### src/rtl/usr_pkg.sv
// usr_pkg: shared state encoding and default word width for the serializer and its shift register.
package usr_pkg;
  localparam int USR_WIDTH = 8;
  typedef enum logic [1:0] {IDLE, LOAD, SHIFT, GAP} state_t;
endpackage

### src/rtl/usr_tx_ctrl.sv
// usr_tx_ctrl: drives a universal shift register's load/hold/shift controls to serialize accepted words.
module usr_tx_ctrl
  import usr_pkg::*;
#(
  parameter int   WIDTH      = USR_WIDTH,
  parameter int   GAP_CYCLES = 1,
  parameter logic FILL_BIT   = 1'b0
) (
  input  logic             clk,
  input  logic             res,
  input  logic             in_valid,
  input  logic [WIDTH-1:0] in_data,
  input  logic             in_lsb_first,
  output logic             in_ready,
  input  logic             stall,
  output logic             load,
  output logic             hold,
  output logic             shift_left,
  output logic             shift_right,
  output logic [WIDTH-1:0] parallel_in,
  output logic             serial_in,
  output logic             bit_valid,
  output logic             last_bit,
  output logic             busy
);
  localparam int CW = $clog2(WIDTH) + 1;
  localparam int GW = $clog2(GAP_CYCLES + 1) + 1;
  state_t           r_state, w_next;
  logic [CW-1:0]    r_cnt;
  logic [GW-1:0]    r_gap;
  logic             r_dir;
  logic [WIDTH-1:0] r_data;
  assign parallel_in = r_data;
  assign serial_in   = FILL_BIT;
  // Shift direction is held through stalls so the register's serial output stays on the pending bit.
  always_comb begin
    in_ready    = r_state == IDLE && !res;
    load        = r_state == LOAD;
    shift_left  = r_state == SHIFT && !r_dir;
    shift_right = r_state == SHIFT && r_dir;
    hold        = r_state == SHIFT && stall;
    bit_valid   = r_state == SHIFT && !stall;
    last_bit    = bit_valid && r_cnt == CW'(WIDTH - 1);
    busy        = r_state != IDLE;
    w_next      = r_state == IDLE  ? (in_valid && in_ready ? LOAD : IDLE)
                : r_state == LOAD  ? SHIFT
                : r_state == SHIFT ? (last_bit ? (GAP_CYCLES > 0 ? GAP : IDLE) : SHIFT)
                : (r_gap == GW'(GAP_CYCLES - 1) ? IDLE : GAP);
  end
  always_ff @(posedge clk or posedge res) begin
    if (res) begin
      r_state <= IDLE;
      r_cnt   <= '0;
      r_gap   <= '0;
      r_dir   <= 1'b0;
      r_data  <= '0;
    end else begin
      r_state <= w_next;
      if (in_valid && in_ready) begin
        r_data <= in_data;
        r_dir  <= in_lsb_first;
      end
      r_cnt <= r_state == SHIFT ? (last_bit ? '0 : r_cnt + CW'(bit_valid)) : '0;
      r_gap <= r_state == GAP ? r_gap + GW'(1) : '0;
    end
  end
endmodule

### config.mk
export PLATFORM = sky130hd
export DESIGN_NAME = usr_tx_ctrl
export DESIGN_NICKNAME = d
export VERILOG_FILES = /design/src/rtl/usr_pkg.sv /design/src/rtl/usr_tx_ctrl.sv
export SDC_FILE = /design/constraint.sdc
export NUM_CORES = 1
export LEC_CHECK = 0
export ABC_CLOCK_PERIOD_IN_PS = 1800
export CAP_MARGIN = 10
export CORE_ASPECT_RATIO = 0.9
export CORE_MARGIN = 5
export CORE_UTILIZATION = 42
export DETAILED_ROUTE_END_ITERATION = 10
export PLACE_DENSITY = 0.76
export SYNTH_ARGS = -nofsm -noshare
export SYNTH_HDL_FRONTEND = slang
export SYNTH_SLANG_ARGS = --single-unit
### constraint.sdc
create_clock -name clk -period 1.8 [get_ports clk]
set_input_delay 0.36 -clock clk [delete_from_list [all_inputs] [get_ports clk]]
set_output_delay 0.36 -clock clk [all_outputs]
set_load 0.005 [all_outputs]
; ---- Word-level counts from Yosys, hierarchy flattened
; Index checks and enable logic that the tools add are counted.
[totals]
register_bits = 17
in_bits = 13
output_inout_bits = 17
elab_cells = 33
[classes]
add_sub_neg = 2
n_eq_ne = 4
mux = 9
reduce_logical = 13
[ops]
columns = op, count
row1 = two-way mux 2 bit, 5
row2 = two-way mux 4 bit, 2
row3 = logical AND 1 bit, 7
row4 = adder 4 x 1 -> 4 bit, 1
row5 = "== test 2 bit, second input constant", 2
row6 = "== test 4 x 3 -> 1 bit, second input constant", 1
row7 = zero test 2 bit, 2
row8 = zero test 1 bit, 3
row9 = "adder 2 x 1 -> 2 bit, second input constant", 1
row10 = "== test 2 x 1 -> 1 bit, second input constant", 1
row11 = two-way mux 1 bit, 2
row12 = nonzero test 2 bit, 1

; ---- Longest topological paths before layout
[depth]
word_depth = 7
depth_mapped = 6

; ---- Worst setup path before layout
; No wires, ideal clock.
[synth_timing]
path_kind = reg2reg
startpoint = reg r_state[0]
endpoint = reg r_cnt[1]
setup_time_ps = 120
arrival_ps = 1369
required_time_ps = 1680
slack_ps = 311
path_stages_with_launch = 6
period_less_slack_ps = 1489
path_cell_list = dfrtp_1 -> or2b_1 -> nor2_1 -> ha_1 -> ha_1 -> and3_1
[synth_via]
elab_chain_len = 5
[synth_rtl]
columns = item, line_no
row1 = from (decl), usr_tx_ctrl.sv:28  ; state_t r_state, w_next;
row2 = from (signal assigned), usr_tx_ctrl.sv:58  ; r_state <= w_next;
row3 = == test 2 bit *, usr_tx_ctrl.sv:42  ; bit_valid = r_state == SHIFT && !stall;
row4 = logical AND 1 bit *, usr_tx_ctrl.sv:42
row5 = net bit_valid, usr_tx_ctrl.sv:22  ; output logic bit_valid,
row6 = adder 4 x 1 -> 4 bit or logical AND 1 bit (tied branches), "usr_tx_ctrl.sv:63, usr_tx_ctrl.sv:43"
row7 = two-way mux 4 bit * (2 in a row), usr_tx_ctrl.sv:63  ; r_cnt <= r_state == SHIFT ? (last_bit ? '0 : r_cnt + CW'(bit_valid)) : '0;
row8 = to (signal assigned), usr_tx_ctrl.sv:63
row9 = to (decl), usr_tx_ctrl.sv:29  ; logic [CW-1:0] r_cnt;
; The timed path passes the listed nets; every way through them passes the cells marked *.
; A chain may end at the register's enable or synchronous reset.

; ---- Final worst setup path
[layout_timing]
startpoint = reg r_state[1]
endpoint = reg r_cnt[1]
[layout_via]
elab_chain_len = 5
[layout_rtl]
columns = item, line_no
row1 = == test 2 bit *, "usr_tx_ctrl.sv:42, usr_tx_ctrl.sv:63"
row2 = logical AND 1 bit, usr_tx_ctrl.sv:42
row3 = adder 4 x 1 -> 4 bit or logical AND 1 bit (tied branches), "usr_tx_ctrl.sv:63, usr_tx_ctrl.sv:43"
row4 = two-way mux 4 bit, usr_tx_ctrl.sv:63
row5 = two-way mux 4 bit *, usr_tx_ctrl.sv:63
; Every way passes the cells marked *; elsewhere a longest branch is shown, timed or not.

==> summary.md <==
| Metric | Value |
|---|---|
| Status | completed |
| Tcrit/Tclk final | 0.963 |
| Site row count | 15 |
| Fraction of layout cells with a size suffix above 1 | 0.333 |
| Core box area | ~1900 sq um |
| Synth cell types | 23 |
| PnR worst setup slack | a little under 0.07 ns |
| Largest family of logic cells by synthesized area | simple AND/OR/NAND/NOR gates |
| Crit Path Category | register to register |
| Routed vias/inst | approximately 4.7 |
| Global-route wire length before repair | 3220 um |
| Max Cap Viol | 0 |
| R2r setup slk | 0.07 ns |
| Total Neg Setup Slack | 0 ns |
| Post-synthesis xor/xnor area fraction | 0.0216 |
| Synth Area in Simple Gates | 0.171 |
| Setup crit end kind | register |
| CP startpoint kind | register |
| Mux cell area share after synthesis | 0.167 |
| 1st-pass router iterations | 3 |
| Nets | approximately 120 |
| CTS Sinks | 17 |
| Clock root buffer | clkbuf_4 |
| Area of the multi-input gates | 377 sq um |
| Overflow after GRT | 0 |
| Most used cell, CP | buf_4 |
| Synthesized Nets | roughly 80 |
| Area delta synth->final | 53.2% |
| Hold WC Path Type | primary input to asynchronous set/reset pin |
| Top-Level Pins | 30 |
| Skew-Pair Late Insertion Delay | ~0.28 ns |
| Crit path time final | roughly 1.7 ns |
| GRT Total Usage | 0.148 |
| Synth Area in Adders | 0.0463 |
| Cell Count, Final, Fillers Out | 130 |
| Max-slew violations | 0 |
| DRT iter0 DRCs | 5 |
| Max Buffers Root-to-Sink | 2 |
| # port buffers | 28 |
| Post-synthesis register bit count | 17 |
| Post-DP HPWL | 1370 um |
| Die Wd | approximately 56 um |
| Placed cells | roughly 120 |
| Post-DRT Antenna Nets | 0 |
| Initial antenna violation count | 0 |
| Avg Inst Size Synth | 12.9 sq um |
| Seq/Total Area, Yosys | 0.525 |
| Largest net degree at the start of global routing | 18 |
| Synth warn | 0 |
| Die area | just under 3000 sq um |
| Setup violators final | 0 |
| Clk_skew | about 0.0008 ns |
| Slowest stage delay, CP | 0.39 ns |
| Max Clk Rate | 0.577 GHz |
| Max H-tree Level | 1 |
| Max VDD drop | a little under 0.8 mV |
| Register area | 425 sq um |
| CTS tree | yes |
| Synth Cell Area | a little over 800 sq um |
| # DRC | 0 |
| Clock transition at path regs | about 0.09 ns |
| Compound-Gate Fraction of Synth Area | 0.0170 |
| CP arrival | ~1.9 ns |
| Via count | ~600 |
| Hold Fails Final Rpt | 0 |
| Post-Layout Inst Area | 1240 sq um |
| Pleak | about 0.60 nW |
| Vias in the first global route | ~650 |
| Routability cong. | approximately 0.75 |
| # diodes | 0 |
| Power Dens Cells | 1360 nW/um^2 |
| Die Y-Extent | 51.7 um |
| Pre-CTS WS | -0.271 ns |
| Critical path's slowest cell | dfrtp_1 |
| Critical path peak fanout | 3 |
| Initial core utilization | 0.432 |
| Mapped Cells | 63 |
| Post-Route WL | between 1500 and 2000 um |
| Worst-path cell chain | buf_4, or2b_1, buf_6, nor2_4, buf_4, ha_2, ha_1, and3_1 |
| CTS buffer count | 3 |
| WP data required | 1.98 ns |
| Fill cells | between 100 and 150 |
| RSZ-0062 raised after global routing | yes |
| WL/cell | 15.0 um |
| Post-Place Cell Area | 1150 sq um |
## cell families after synthesis
logic type	after synthesis
buffers and inverters	5
flip-flops	17
adder cells (fa/ha/maj)	3
XOR/XNOR	2
AO/OA/AOI/OAI	2
AND/OR/NAND/NOR	24
multiplexers	9
other	1
## layout by cell type (no fill, tap or decap), types with 2 or more instances in the layout
cell type	netlist	layout
and3_1	3	3
clkbuf_4	0	3
buf_4	1	8
clkdlybuf4s15_1	0	3
nand2_1	2	2
inv_1	3	3
dfrtp_1	17	17
and2_1	3	2
nand3_1	2	2
buf_2	0	2
clkdlybuf4s50_1	0	20
and2_4	1	2
nor2_1	6	4
ha_1	3	2
buf_6	0	4
nor2_4	0	2
mux2_4	9	9
dlygate4sd2_1	0	3
## synthesized netlist by cell type (all sizes together)
library cell,count,share of area
dfrtp,17,0.52
mux2,9,0.17
nor2,6,0.028
and2,4,0.034
and3,3,0.023
ha,3,0.046
inv,3,0.014
buf,2,0.034
nand2,2,0.0093
nand3,2,0.012
or2,2,0.015
and2b,1,0.0093
conb,1,0.0046
nand4b,1,0.011
nor2b,1,0.0077
nor3,1,0.012
o21ai,1,0.0062
o221ai,1,0.011
or2b,1,0.0093
xnor2,1,0.011
xor2,1,0.011
## worst paths after layout
kind	start	endpoint	depth (start not counted)
setup / recovery	r_state[1]	r_cnt[1]	8
setup reg to reg	r_state[1]	r_cnt[1]	8
hold reg to reg	r_gap[0]	r_gap[0]	1
min in group clk	r_gap[0]	r_gap[0]	1
hold / removal	res	parallel_in[5]	3
max in group asynchronous	res	r_cnt[3]	3
## per-stage QoR
stage	power [mW]	hold slack, ns	util
2_1_floorplan	0.963	0.286	-
3_3_place_gp	1.38	0.421	0.615
4_1_cts	1.66	0.424	0.647
3_5_place_dp	1.42	0.416	0.615
5_1_grt	1.82	0.424	0.662
6_report	1.69	0.426	0.662
## flip-flops by register name, summed over array words and instances, names as in the netlist
signal	flops
parallel_in	8
r_cnt	4
r_gap	2
r_state	2
r_dir	1
## what timing repair did
item                                   CTS  global route
endpoints found under the hold margin    0             0
setup endpoints to repair                8             6
pin swaps                                1             2
gates resized for setup                 18            12
gates cloned                             0             0
buffers inserted                         4             0
hold buffers                             0             0
## report_power, final
| group | leakage, nW | switching (mW) | internal, mW | total (mW) |
|---|---|---|---|---|
| sequential | 0.214 | 0.0824 | 0.524 | 0.606 |
| clock | 0.0150 | 0.115 | 0.0861 | 0.202 |
| combinational | 0.370 | 0.297 | 0.590 | 0.887 |
## critical path: cells and delay by family (launching register included)
| family | cells | cell delay (ns) |
|---|---|---|
| AND/OR/NAND/NOR | 3 | 0.39 |
| adder cells (fa/ha/maj) | 2 | 0.47 |
| buffers and inverters | 3 | 0.38 |
| flip-flops | 1 | 0.39 |
## metal layers
layer / up-vias / wire length, um / track usage
met1: 300 / 754 / 0.156
li1: 290 / - / -
met4: 0 / 53 / 0.0593
met3: 4 / 101 / 0.0596
met2: 18 / 1040 / 0.267
met5: - / 0 / 0
## area by class of cell
class,instances,share of cell area
Multi-Input combinational cell,41,0.303
Sequential cell,17,0.342
Inverter,3,0.00906
Timing Repair Buffer,40,0.299
Tap cell,25,0.0252
Clock buffer,4,0.0211
(Power assumes the default switching activity.)
